--- config.mk ---
export PLATFORM = sky130hd
export DESIGN_NAME = rsa256_uart_bridge
export DESIGN_NICKNAME = d
export VERILOG_FILES = /design/src/rtl/rsa_bridge_pkg.sv /design/src/rtl/avm_byte_port.sv /design/src/rtl/rsa256_uart_bridge.sv
export SDC_FILE = /design/constraint.sdc
export NUM_CORES = 1
export LEC_CHECK = 0
export CORE_AREA = 2 2 434 436
export CTS_CLUSTER_DIAMETER = 200
export DETAILED_ROUTE_END_ITERATION = 8
export DIE_AREA = 0 0 436 438
export PLACE_DENSITY = 0.49
export SYNTH_ARGS = -nofsm -noshare
export SYNTH_HDL_FRONTEND = slang
export SYNTH_HIERARCHICAL = 1
export SYNTH_SLANG_ARGS = --single-unit
--- constraint.sdc ---
create_clock -name i_clk -period 5.5 [get_ports i_clk]
set_input_delay 1.1 -clock i_clk [delete_from_list [all_inputs] [get_ports i_clk]]
set_output_delay 1.1 -clock i_clk [all_outputs]
set_load 0.01 [all_outputs]
--- src/rtl/rsa_bridge_pkg.sv ---
// Shared constants and state encodings for the RSA-256 UART bridge.
package rsa_bridge_pkg;
  localparam logic [4:0] RX_ADDR    = 5'd0;
  localparam logic [4:0] TX_ADDR    = 5'd4;
  localparam logic [4:0] STAT_ADDR  = 5'd8;
  localparam int         RX_RDY_BIT = 7;
  localparam int         TX_RDY_BIT = 6;
  localparam int         IN_BYTES   = 32;
  localparam int         OUT_BYTES  = 31;

  typedef enum logic [2:0] {S_QRX, S_RX, S_START, S_WAIT, S_QTX, S_TX} state_e;
  typedef enum logic [1:0] {P_N, P_D, P_A} phase_e;
endpackage

--- src/rtl/avm_byte_port.sv ---
// Single-outstanding Avalon-MM byte port: launches a transfer when idle,
// holds it through waitrequest, pulses done on the completing edge.
module avm_byte_port
  import rsa_bridge_pkg::*;
(
  input  logic        i_clk,
  input  logic        i_rst_n,
  input  logic        i_rd_req,
  input  logic        i_wr_req,
  input  logic [4:0]  i_addr,
  input  logic [7:0]  i_wdata,
  output logic        o_done,
  output logic [7:0]  o_rdata,
  output logic [4:0]  avm_address,
  output logic        avm_read,
  output logic        avm_write,
  output logic [31:0] avm_writedata,
  input  logic [31:0] avm_readdata,
  input  logic        avm_waitrequest
);
  logic       read_q, read_d, write_q, write_d;
  logic [4:0] addr_q, addr_d;
  logic [7:0] wdata_q, wdata_d;
  logic       busy;
  logic       unused_rd_hi;

  assign busy         = read_q | write_q;
  assign o_done       = busy & ~avm_waitrequest;
  assign o_rdata      = avm_readdata[7:0];
  assign unused_rd_hi = ^avm_readdata[31:8];

  assign avm_address   = addr_q;
  assign avm_read      = read_q;
  assign avm_write     = write_q;
  assign avm_writedata = {24'b0, wdata_q};

  // Request drops for one cycle after each completion before the next launch.
  always_comb begin
    read_d  = read_q;
    write_d = write_q;
    addr_d  = addr_q;
    wdata_d = wdata_q;
    if (o_done) begin
      read_d  = 1'b0;
      write_d = 1'b0;
    end else if (!busy) begin
      read_d  = i_rd_req;
      write_d = i_wr_req & ~i_rd_req;
      addr_d  = i_addr;
      wdata_d = (i_wr_req & ~i_rd_req) ? i_wdata : 8'h00;
    end
  end

  // Reset state is the first status poll, so polling begins on release.
  always_ff @(posedge i_clk or negedge i_rst_n) begin
    if (!i_rst_n) begin
      read_q  <= 1'b1;
      write_q <= 1'b0;
      addr_q  <= STAT_ADDR;
      wdata_q <= 8'h00;
    end else begin
      read_q  <= read_d;
      write_q <= write_d;
      addr_q  <= addr_d;
      wdata_q <= wdata_d;
    end
  end
endmodule

--- src/rtl/rsa256_uart_bridge.sv ---
// Loads N, d and ciphertext blocks from a polled UART, runs the RSA core,
// and streams the low 31 plaintext bytes back out.
module rsa256_uart_bridge
  import rsa_bridge_pkg::*;
(
  input  logic         i_clk,
  input  logic         i_rst_n,
  output logic [4:0]   avm_address,
  output logic         avm_read,
  input  logic [31:0]  avm_readdata,
  output logic         avm_write,
  output logic [31:0]  avm_writedata,
  input  logic         avm_waitrequest,
  output logic         o_core_start,
  output logic [255:0] o_core_a,
  output logic [255:0] o_core_d,
  output logic [255:0] o_core_n,
  input  logic [255:0] i_core_result,
  input  logic         i_core_finished
);
  state_e         state_q, state_d;
  phase_e         phase_q, phase_d;
  logic [4:0]     cnt_q, cnt_d;
  logic [255:0]   n_q, n_d, d_q, d_d, a_q, a_d;
  logic [247:0]   out_q, out_d;
  logic           rd_req, wr_req, done;
  logic [4:0]     req_addr;
  logic [7:0]     rdata;
  logic           unused_res_hi;

  assign unused_res_hi = ^i_core_result[255:248];
  assign o_core_n = n_q;
  assign o_core_d = d_q;
  assign o_core_a = a_q;

  avm_byte_port u_port (
    .i_clk           (i_clk),
    .i_rst_n         (i_rst_n),
    .i_rd_req        (rd_req),
    .i_wr_req        (wr_req),
    .i_addr          (req_addr),
    .i_wdata         (out_q[247:240]),
    .o_done          (done),
    .o_rdata         (rdata),
    .avm_address     (avm_address),
    .avm_read        (avm_read),
    .avm_write       (avm_write),
    .avm_writedata   (avm_writedata),
    .avm_readdata    (avm_readdata),
    .avm_waitrequest (avm_waitrequest)
  );

  always_comb begin
    state_d      = state_q;
    phase_d      = phase_q;
    cnt_d        = cnt_q;
    n_d          = n_q;
    d_d          = d_q;
    a_d          = a_q;
    out_d        = out_q;
    rd_req       = 1'b0;
    wr_req       = 1'b0;
    req_addr     = STAT_ADDR;
    o_core_start = 1'b0;
    case (state_q)
      S_QRX: begin
        rd_req = 1'b1;
        if (done && rdata[RX_RDY_BIT]) state_d = S_RX;
      end
      S_RX: begin
        rd_req   = 1'b1;
        req_addr = RX_ADDR;
        if (done) begin
          case (phase_q)
            P_N:     n_d = {n_q[247:0], rdata};
            P_D:     d_d = {d_q[247:0], rdata};
            default: a_d = {a_q[247:0], rdata};
          endcase
          state_d = S_QRX;
          if (cnt_q == 5'(IN_BYTES - 1)) begin
            cnt_d = 5'd0;
            case (phase_q)
              P_N:     phase_d = P_D;
              P_D:     phase_d = P_A;
              default: state_d = S_START;
            endcase
          end else begin
            cnt_d = cnt_q + 5'd1;
          end
        end
      end
      S_START: begin
        o_core_start = 1'b1;
        state_d      = S_WAIT;
      end
      S_WAIT: begin
        if (i_core_finished) begin
          out_d   = i_core_result[247:0];
          cnt_d   = 5'd0;
          state_d = S_QTX;
        end
      end
      S_QTX: begin
        rd_req = 1'b1;
        if (done && rdata[TX_RDY_BIT]) state_d = S_TX;
      end
      S_TX: begin
        wr_req   = 1'b1;
        req_addr = TX_ADDR;
        if (done) begin
          out_d = {out_q[239:0], 8'h00};
          if (cnt_q == 5'(OUT_BYTES - 1)) begin
            cnt_d   = 5'd0;
            state_d = S_QRX;
          end else begin
            cnt_d   = cnt_q + 5'd1;
            state_d = S_QTX;
          end
        end
      end
      default: state_d = S_QRX;
    endcase
  end

  always_ff @(posedge i_clk or negedge i_rst_n) begin
    if (!i_rst_n) begin
      state_q <= S_QRX;
      phase_q <= P_N;
      cnt_q   <= 5'd0;
      n_q     <= '0;
      d_q     <= '0;
      a_q     <= '0;
      out_q   <= '0;
    end else begin
      state_q <= state_d;
      phase_q <= phase_d;
      cnt_q   <= cnt_d;
      n_q     <= n_d;
      d_q     <= d_d;
      a_q     <= a_d;
      out_q   <= out_d;
    end
  end
endmodule

**Word-level counts from Yosys, hierarchy flattened**

Index checks and enable logic that the tools add are counted.
Widths: inputs -> output; s select.

- Add/subtract/negate cells: 1
- Equality and inequality tests: 14
- Muxes and demuxes: 28
- Bitwise operators: 8
- Reductions and logical operators: 17

Operators by type and width:

| kind | number |
|---|---|
| $mux 248 | 2 |
| $pmux 248 s2 | 1 |
| $mux 5 | 5 |
| $mux 3 | 6 |
| $pmux 3 s6 | 1 |
| $pmux 5 s3 | 1 |
| $ne 2x2->1 const B | 6 |
| $reduce_and 3->1 | 4 |
| $eq 5x5->1 const B | 2 |
| $mux 8 | 1 |
| $pmux 4 s2 | 1 |
| $reduce_and 4->1 | 2 |
| $mux 1 | 7 |
| $eq 3x2->1 const B | 2 |
| $eq 3x3->1 const B | 2 |
| $add 5x1->5 const B | 1 |
| $not 1->1 | 5 |
| $reduce_and 5->1 | 1 |
| $mux 2 | 2 |
| $pmux 2 s2 | 1 |
| $reduce_bool 2->1 | 2 |
| $eq 3x1->1 const B | 1 |
| $logic_not 3->1 | 1 |
| $reduce_bool 3->1 | 1 |
| other kinds (8) | 10 |

- Bits in registers: 1041
- Input port bits: 292
- Output and inout bits: 808
- Word-level logic and storage cells: 79

**Depth between registers and ports, before layout**

Gate-level depths: netlist of the first run.

- Depth in word-level cells: 7
- Gate-level depth with buffers: 9
- Mapped depth without buffers: 6

**Cells and area by module**

Netlist of the first run, hierarchy kept.

By module, submodules not included:

| module | instances | cells each | area each (µm²) | sequential area each (µm²) |
|---|---|---|---|---|
| rsa256_uart_bridge | 1 | 2769 | 40247.4 | 25674.6 |
| avm_byte_port | 1 | 70 | 813.3 | 377.9 |

**Worst setup path after synthesis of the first run**

OpenSTA, ideal clock, no wires.

- Path kind: input to register
- Start point: in avm_waitrequest
- End point: reg n_q[172], in the netlist o_core_n[172]
- Library setup time: 0.125 ns
- Data arrival time: 2.485 ns
- Required time: 5.375 ns
- Path slack: 2.890 ns
- Stages on the path: 6
- Buffers on the path: 2
- Cell sequence: nor2_1 -> nand2b_1 -> nor4_2 -> buf_2 -> buf_4 -> mux2_2

- Longest elaborated chain between the ends: 3

Ends and longest elaborated chain:

| item | line | source |
|---|---|---|
| from (decl) | rsa256_uart_bridge.sv:13 | `input logic avm_waitrequest,` |
| $not 1->1 | avm_byte_port.sv:28 | `assign o_done = busy & ~avm_waitrequest;` |
| $and 1x1->1 | avm_byte_port.sv:28 |  |
| $reduce_and 3->1 (no line) | - |  |
| to (signal assigned) | rsa256_uart_bridge.sv:138 | `n_q <= n_d;` |
| to (decl) | rsa256_uart_bridge.sv:24 | `logic [255:0] n_q, n_d, d_q, d_d, a_q, a_d;` |

Every way passes these cells.
A chain may end at the register's enable or synchronous reset.

**Worst setup path in the final report of the first run**

- Start point: reg state_q[2]
- End point: out o_core_start

- Longest elaborated chain between the ends: 2

Ends and longest elaborated chain:

| item | line | source |
|---|---|---|
| from (decl) | rsa256_uart_bridge.sv:21 | `state_e state_q, state_d;` |
| from (signal assigned) | rsa256_uart_bridge.sv:135 | `state_q <= state_d;` |
| $eq 3x2->1 | rsa256_uart_bridge.sv:65 | `case (state_q)` |
| $mux 1 | rsa256_uart_bridge.sv:65 |  |
| to (decl) | rsa256_uart_bridge.sv:14 | `output logic o_core_start,` |

Every way passes these cells.

==> run_results.csv, run 1 <==
group,metric,value,unit
status,status,"complete, no violations",
place,gp_congestion,0.828,
timing,slew_headroom,0.302,
critical_path,crit_arrival,2.40,ns
timing,finalHoldViolCount,0,
flow_run,max_cap_viol_count,0,
die,fp.dieW,436,um
clock_network,cts_made_buffers,130,
yosys,syn_area,41100,um2
timing,max_slew.worst_pin.slew,1.04,ns
detailed_routing,routedWlPerCell,21.8,um
die,fp.dieArea,191000,um2
die,io_pins,1100,
pwr,irDropWorstVdd,0.236,mV
critical_path,critPathMaxFanout,13,
timing,max_freq,0.286,GHz
grt,grt_pass1_vias,27500,
yosys,netlist.area_leader.share,0.633,
critical_path,ff2ff_setup_slack,2.02,ns
timing,post-route-min-period,3.50,ns
yosys,synth-seq-cells,1041,
critical_path,timing.setup.critical_path_class,"reg2out",
critical_path,worstPathRequired,4.40,ns
yosys,synth.most_common_cell,"dfrtp_1",
layout,stdcell_area,58500,um2
grt,grt_pass1_wl,203000,um
timing,finalCritPeriodShare,0.636,
clock_network,post_cts_buffers,0,
timing,final-setup-viol-count,0,
layout,drive_gt1_frac,0.250,
yosys,synthTopCellsByArea,"dfrtp_1, mux2_2, mux2i_1",
yosys,synth_ff_type,"dfrtp_1",
yosys,syn_inst,2839,
die,rows,159,
min_path,min_path_type,"in2async",
detailed_routing,first_iter_violations,1252,
yosys,yosysSeqAreaShare,0.634,
layout,nFillCells,19000,
die,coreArea,187000,um2
yosys,synth_edf_count,0,
layout,fin_nets,4184,
critical_path,critPathLaunchType,"flip-flop",
die,die_h,438,um
clock_network,htree_levels,4,
clock_network,clock-root-buffer,"clkbuf_16",
grt,grt.total_usage,0.145,
pwr,p_per_area,356,nW/um2
grt,overflow,0,
yosys,ys_warn_count,6,
layout,final_util,0.314,
clock_network,holdBufCountCts,0,
yosys,synth.top_cells.by_count,"dfrtp_1, mux2_2, nand2_1",
detailed_routing,routed_wl,142000,um
timing,holdWs,0.387,ns
layout,syn2layout_area_growth,42.5,%
critical_path,endpoint_kind,"primary output",
yosys,ys_types,42,
clock_network,ctsLongestPathBuffers,3,
timing,skew,0.0266,ns
layout,multi_input_area,14000,um2
detailed_routing,ant_nets,0,
place,dp_hpwl,105000,um
clock_network,clk_pin_slew,0.06,ns
place,io_buffers,1043,
grt,antenna_found_initial,11,
clock_network,numClockSinks,1041,
yosys,syn_area_per_cell,14.5,um2
detailed_routing,via_per_inst,4.07,
timing,grt_setup_unrepaired,"no",
place,dpl_cell_area,54300,um2
detailed_routing,drc,0,
clock_network,cts_resized,0,
die,start_util,0.220,
detailed_routing,vias,26400,
yosys,synthArstFlopShare,1.00,
clock_network,clk_latency,0.77,ns
clock_network,cts_tree,"built",
grt,grt_max_degree,128,
detailed_routing,firstDrtPassIters,4,
layout,seq_area,26100,um2
timing,finalMaxSlewViolations,0,
timing,tns,0,ns
yosys,synth_area_leader_cell,"dfrtp_1",
pwr,p_leak,27.1,nW
==> power breakdown <==
group | internal (mW) | switching [mW]
registers | 8.54 | 0.570
logic | 1.43 | 1.78
clock network | 5.05 | 3.44
==> final cells by class <==
| class | instances | area share |
|---|---|---|
| Sequential cell | 1041 | 0.445 |
| Multi-Input combinational cell | 1619 | 0.239 |
| Timing Repair Buffer | 1094 | 0.190 |
| Clock buffer | 191 | 0.0652 |
| Tap cell | 2495 | 0.0534 |
| Clock inverter | 35 | 0.00693 |
| Antenna cell | 11 | 0.000471 |
| Inverter | 3 | 0.000321 |
==> worst paths after layout <==
kind | start | end | depth (start not counted)
min | i_rst_n | o_core_d[220] | 1
min in group i_clk | out_q[135] | out_q[135] | 2
max in group asynchronous | i_rst_n | out_q[245] | 2
max | state_q[2] | o_core_start | 3
max reg2reg | state_q[0] | out_q[92] | 5
min reg2reg | out_q[135] | out_q[135] | 2
==> routing by layer <==
layer  vias to the layer above  global-route usage  part of all wire
li1                      12100                   -                 -
met1                     13400               0.168              0.39
met2                       738               0.246              0.50
met3                       189              0.0516             0.072
met4                         6              0.0541             0.032
met5                         -                   0           0.00028
==> per-stage QoR <==
stage | cells | setup WS, ns | total power [mW]
after floorplan | 2864 | 2.89 | 11.2
after global placement | 6252 | 1.71 | 12.5
after detailed placement | 6252 | 1.69 | 12.6
after CTS | 6478 | 1.81 | 21.3
after global routing | 6484 | 1.69 | 22.0
final | 6489 | 2.00 | 20.8
==> cell usage in the layout (no fill, tap or decap), drive strengths merged, types with 5 or more instances in the layout <==
| cell type | instances |
|---|---|
| clkdlybuf4s50 | 1042 |
| dfrtp | 1039 |
| mux2 | 775 |
| nand2 | 267 |
| o21ai | 256 |
| mux2i | 240 |
| clkbuf | 191 |
| buf | 52 |
| conb | 27 |
| clkinv | 18 |
| inv | 12 |
| diode | 11 |
| a22o | 8 |
| nand2b | 7 |
| nor2 | 7 |
| bufinv | 5 |
==> kinds of logic (layout without fill, tap and decap cells) <==
kind of cell,after synthesis,after routing,synth area share
muxes,1015,1015,0.271
buffers and inverters,204,1323,0.0283
xor gates and xnor gates,1,1,0.000213
adders and majority gates,3,3,0.000914
DFF,1041,1041,0.634
and+or+nand+nor,295,295,0.0291
AOI/OAI and AO/OA,278,278,0.0357
other,2,38,0.000183
==> registers in the layout (all words and copies together), names as in the netlist <==
register / count
out_q: 248
u_port/avm_write: 1
u_port/wdata_q: 8
o_core_d: 256
o_core_a: 256
o_core_n: 256
u_port/avm_address: 5
u_port/avm_read: 1
cnt_q: 5
state_q: 3
phase_q: 2
==> critical path, cell delays in order, from the launching register on <==
cell,delay (ns)
dfrtp_1,0.51
nand2b_1,0.25
nor2_1,0.12
clkdlybuf4s50_1,0.73
Power figures use the tool's default switching activity.
==> run 2, diff against run 1 <==
clock period = 3.3 ns   (was 5.5 ns; I/O delays follow)
==> run 2 against run 1 <==
  * Wire length up 0.56%
  * Cell count up 0.51%
  * Sequential power up 67%
  * Final area up 0.64%
  * Die area unchanged
  * Clock-buffer cell count down 4
  * First-iteration DRC count down 12%
  * Largest power group unchanged
==> run_results.csv, run 2 (synthesis gave the netlist of run 1 again) <==
group,metric,value,unit
status,status,"complete, no violations",
die,coreArea,187000,um2
detailed_routing,vias,26500,
die,die_h,438,um
critical_path,worst-path-stages,3,
clock_network,numClockSinks,1041,
timing,final-setup-viol-count,0,
critical_path,cpPeakStageDelay,0.58,ns
critical_path,endpoint,"o_core_start",
pwr,p_per_area,584,nW/um2
critical_path,timing.setup.critical_path_class,"reg2out",
detailed_routing,routedWlPerCell,21.8,um
critical_path,worstPathRequired,2.64,ns
timing,grt_setup_unrepaired,"no",
detailed_routing,first_iter_violations,1104,
layout,drive_gt1_frac,0.258,
clock_network,clock-root-buffer,"clkbuf_16",
critical_path,cp_cell_sequence,"nand2b_1, nor2_1, dlygate4sd2_1",
die,fp.dieW,436,um
place,io_buffers,1043,
detailed_routing,firstDrtPassIters,5,
layout,final-instance-count-excl-fill,6522,
timing,tns,0,ns
critical_path,ff2ff_setup_slack,0.77,ns
clock_network,post_cts_buffers,0,
grt,grt.total_usage,0.145,
min_path,min_path_type,"in2reg",
layout,mostFrequentLayoutCells,"clkdlybuf4s50_1, dfrtp_1, mux2_2",
pwr,p_leak,27.3,nW
layout,layout_commonest_cell,"clkdlybuf4s50_1",
timing,max_slew.worst_pin.slew,0.684,ns
die,rows,159,
grt,grt_max_degree,93,
layout,fin_nets,4216,
timing,finalHoldViolCount,0,
critical_path,crit_start,"state_q[1]",
layout,nFillCells,18900,
die,io_pins,1100,
pwr,irDropWorstVdd,0.443,mV
timing,holdWs,0.448,ns
detailed_routing,drc,0,
timing,max_freq,0.354,GHz
place,dp_slack,0.246,ns
clock_network,htree_levels,3,
detailed_routing,ant_nets,0,
grt,grt_pass1_vias,27500,
place,gp_congestion,0.822,
die,start_util,0.220,
critical_path,rr_startpoint,"state_q[0]",
critical_path,r2r_end,"out_q[209]",
critical_path,endpoint_kind,"primary output",
flow_run,max_cap_viol_count,0,
critical_path,crit_arrival,2.17,ns
clock_network,ctsLongestPathBuffers,3,
grt,grt_pass1_wl,204000,um
critical_path,critical_path_buf_inv_count,1,
timing,finalMaxSlewViolations,0,
place,dp_hpwl,108000,um
critical_path,path_delay_family,"flip-flops",
timing,post-route-min-period,2.83,ns
detailed_routing,routed_wl,142000,um
critical_path,cp_slowest_cell,"dfrtp_1",
timing,skew,0.0482,ns
die,fp.dieArea,191000,um2
grt,antenna_found_initial,9,
clock_network,cts_made_buffers,120,
clock_network,cts_tree,"built",
critical_path,critPathLaunchType,"flip-flop",
timing,setup_ws,0.472,ns
critical_path,reg2reg_depth,5,
layout,syn2layout_area_growth,43.4,%
timing,finalCritPeriodShare,0.857,
place,dpl.cell_count,6293,
clock_network,clk_pin_slew,0.06,ns
layout,final_util,0.316,
grt,overflow,0,
detailed_routing,via_per_inst,4.06,
critical_path,critPathMaxFanout,15,
timing,slew_headroom,0.542,
clock_network,clk_latency,0.78,ns
run 2: cell count changes in the layout (fill, tap and decap cells not counted), moves of 2 or more:
| cell | before | now |
|---|---|---|
| clkbuf_16 | 132 | 120 |
| clkinv_16 | 0 | 2 |
| inv_6 | 7 | 1 |
| diode_2 | 11 | 5 |
| clkbuf_8 | 29 | 40 |
| buf_12 | 21 | 36 |
| clkbuf_1 | 30 | 27 |
| buf_4 | 30 | 56 |
| clkinv_2 | 13 | 18 |
run 2: power breakdown:
part	internal (mW)	switching, mW	total, mW	leakage, nW
sequential	14.2	0.942	15.2	14.2
combinational	2.51	3.01	5.53	11.1
clock	8.07	5.62	13.7	2.02
total	24.8	9.58	34.4	27.3
run 2: layout make-up:
cell class / count / area (um2) / share of cell area
tap: 2495 / 3120 / 0.0530
timing repair buffer: 1136 / 11600 / 0.197
clock inverter: 36 / 452 / 0.00767
multi-input combinational: 1619 / 14000 / 0.237
inverter: 3 / 18.8 / 0.000319
clock buffer: 187 / 3650 / 0.0621
sequential: 1041 / 26100 / 0.442
antenna: 5 / 12.5 / 0.000213
run 2: per-layer routing:
layer,vias to the layer above,GRT usage,share of wire
met5,-,0,0.00018
met4,4,0.0429,0.024
met3,155,0.0457,0.068
met2,653,0.254,0.51
met1,13500,0.170,0.40
li1,12100,-,-
run 2: repair_timing:
action | CTS | global route
endpoints found under the setup margin | 1 | 0
hold buffers | 1 | 0
gates resized for setup | 1 | 0
hold endpoints to repair | 24 | 0
run 2: worst reg2reg max path, cell delays in order, from the launching register on:
cell	delay [ns]
dfrtp_1	0.68
nand3b_1	0.32
inv_8	0.39
buf_12	0.47
mux2i_1	0.42
o21ai_0	0.11
run 2: how the worst min path moves through the flow:
stage | startpoint | end | slack, ns | cells past startpoint
floorplan | i_rst_n | cnt_q[0] | 0.36 | 0
global placement | out_q[67] | out_q[67] | 0.46 | 2
detailed placement | out_q[18] | out_q[18] | 0.47 | 2
CTS | i_core_result[7] | out_q[7] | 0.33 | 3
global route | i_core_result[7] | out_q[7] | 0.38 | 3
finish | i_core_result[7] | out_q[7] | 0.45 | 3
run 2: through the flow:
step	instance area, um2	power [mW]
finish	58900	34.4
CTS	58900	35.1
global route	58900	36.3
global placement	54700	21.0
floorplan	41200	18.7
detailed placement	54700	21.1
==> run 3, diff against run 2 <==
DONT_BUFFER_PORTS = 1   (was not set)
PLACE_DENSITY = 0.41   (was 0.49)
==> run 3 against run 2 <==
  * Global-route usage fell by 1.2 points
  * First-iteration DRC count grew 4.5%
  * Clock power is 4% lower
  * Power fell by 3.3%
  * The flow now finishes with violations (negative hold slack)
  * Largest power group unchanged
  * Largest cell class unchanged
  * Non-clock buffer count down 953
  * Critical path type is now reg2reg
==> run_results.csv, run 3 (synthesis gave the netlist of run 1 again) <==
group,metric,value,unit
status,status,"finished with violations",
die,fp.dieW,436,um
grt,grt.total_usage,0.133,
pwr,p_leak,23.9,nW
pwr,p_int,23.9,mW
critical_path,path_delay_family,"simple AND/OR/NAND/NOR gates",
grt,antenna_found_initial,13,
timing,skew,0.0517,ns
clock_network,post_cts_buffers,0,
timing,setup_ws,0.576,ns
grt,grt_pass1_wl,188000,um
clock_network,clock-root-buffer,"clkbuf_16",
timing,grt_setup_unrepaired,"no",
place,dp_hpwl,95500,um
clock_network,ctsLongestPathBuffers,3,
die,rows,159,
pwr,p_sw_frac,0.281,
flow_run,max_cap_viol_count,0,
pwr,irDropWorstVdd,0.458,mV
pwr,p_sw,9.34,mW
critical_path,timing.setup.critical_path_class,"reg2reg",
clock_network,cts_resized,0,
clock_network,htree_levels,3,
timing,slew_headroom,0.180,
pwr,p_per_area,677,nW/um2
grt,overflow,0,
timing,final-setup-viol-count,0,
detailed_routing,ant_nets,0,
detailed_routing,routedWlPerCell,23.6,um
pwr,seq_power_share,0.461,
critical_path,cpPeakStageDelay,0.68,ns
timing,finalCritPeriodShare,0.825,
critical_path,cp_slowest_cell,"dfstp_2",
timing,holdWs,-0.396,ns
grt,grt_max_degree,1042,
detailed_routing,drc,0,
die,io_pins,1100,
detailed_routing,firstDrtPassIters,5,
timing,max_freq,0.367,GHz
timing,max_slew.worst_pin.slew,1.23,ns
critical_path,critPathLaunchType,"flip-flop",
detailed_routing,vias,23100,
clock_network,cts_tree,"built",
critical_path,worstPathRequired,3.92,ns
critical_path,critPathMaxFanout,39,
place,dpl_cell_area,43800,um2
status,violations,"negative hold slack",
critical_path,endpoint_kind,"flip-flop",
clock_network,numClockSinks,1041,
detailed_routing,via_per_inst,4.15,
layout,syn2layout_area_growth,19.6,%
layout,drive_gt1_frac,0.324,
critical_path,crit_arrival,3.35,ns
die,coreArea,187000,um2
timing,finalHoldViolCount,208,
layout,stdcell_area,49100,um2
pwr,total_power,33.2,mW
critical_path,cp_cell_sequence,"nor2_1, nor2_1, nand2b_1, nor3_2, nand2_4, buf_12, buf_12, mux2_2",
place,io_buffers,0,
layout,layout_commonest_cell,"dfrtp_1",
pwr,p_clk_frac,0.397,
clock_network,cts_made_buffers,121,
min_path,min_path_type,"in2async",
timing,post-route-min-period,2.72,ns
grt,grt_pass1_vias,23800,
timing,tns,0,ns
layout,fin_nets,3264,
clock_network,clk_latency,0.76,ns
layout,mostFrequentLayoutCells,"dfrtp_1, mux2_2, nand2_1",
place,dp_slack,0.492,ns
critical_path,critical_path_buf_inv_count,2,
pwr,combPwrFrac,0.142,
detailed_routing,routed_wl,131000,um
die,die_h,438,um
detailed_routing,first_iter_violations,1154,
die,fp.dieArea,191000,um2
timing,finalMaxSlewViolations,0,
clock_network,clk_pin_slew,0.06,ns
die,start_util,0.220,
place,gp_congestion,0.804,
==> run 3: final timing paths <==
kind                       cells after the start  slack (ns)       endpoint              start
min in group i_clk                             2        0.11      out_q[79]  i_core_result[79]
max in group asynchronous                      3        0.78   o_core_n[96]            i_rst_n
hold / removal                                 0       -0.40      out_q[56]            i_rst_n
setup / recovery                               8        0.58  o_core_d[168]    u_port/avm_read
setup reg to reg                               8        0.58  o_core_d[168]    u_port/avm_read
hold reg to reg                                2        0.48      out_q[28]          out_q[28]
==> run 3: final cells by class <==
type	count	area, um2
diodes	3	7.51
clock buffers	177	3530
clock inverters	38	364
fillers	19500	137000
inverters	3	18.8
multi-input cells	1619	14000
flip-flops and latches	1041	26100
well taps	2495	3120
repair buffers	183	2060
==> run 3: metrics by stage <==
step	utilization	std cells
after global placement	0.235	5210
after detailed placement	0.235	5210
after floorplan	-	2864
after global routing	0.263	5559
after CTS	0.262	5549
final	0.263	5559
==> run 3: layer usage <==
metal	GRT usage	part of all wire
met3	0.0522	0.083
met2	0.234	0.52
met4	0.0376	0.023
met5	0	0.00016
met1	0.149	0.38
==> run 3: what timing repair did <==
action	in CTS	in global routing
setup endpoints to repair	0	0
hold buffers	124	2
endpoints found under the hold margin	1181	174
==> run 3: power by group through the flow <==
stage / Clock (mW) / Combinational (mW) / Sequential [mW]
after floorplan: 0 / 3.63 / 15.1
after global placement: 0 / 4.38 / 15.6
after detailed placement: 0 / 4.45 / 15.6
after CTS: 13.8 / 4.60 / 15.4
after global routing: 14.2 / 5.39 / 15.5
final: 13.2 / 4.72 / 15.3
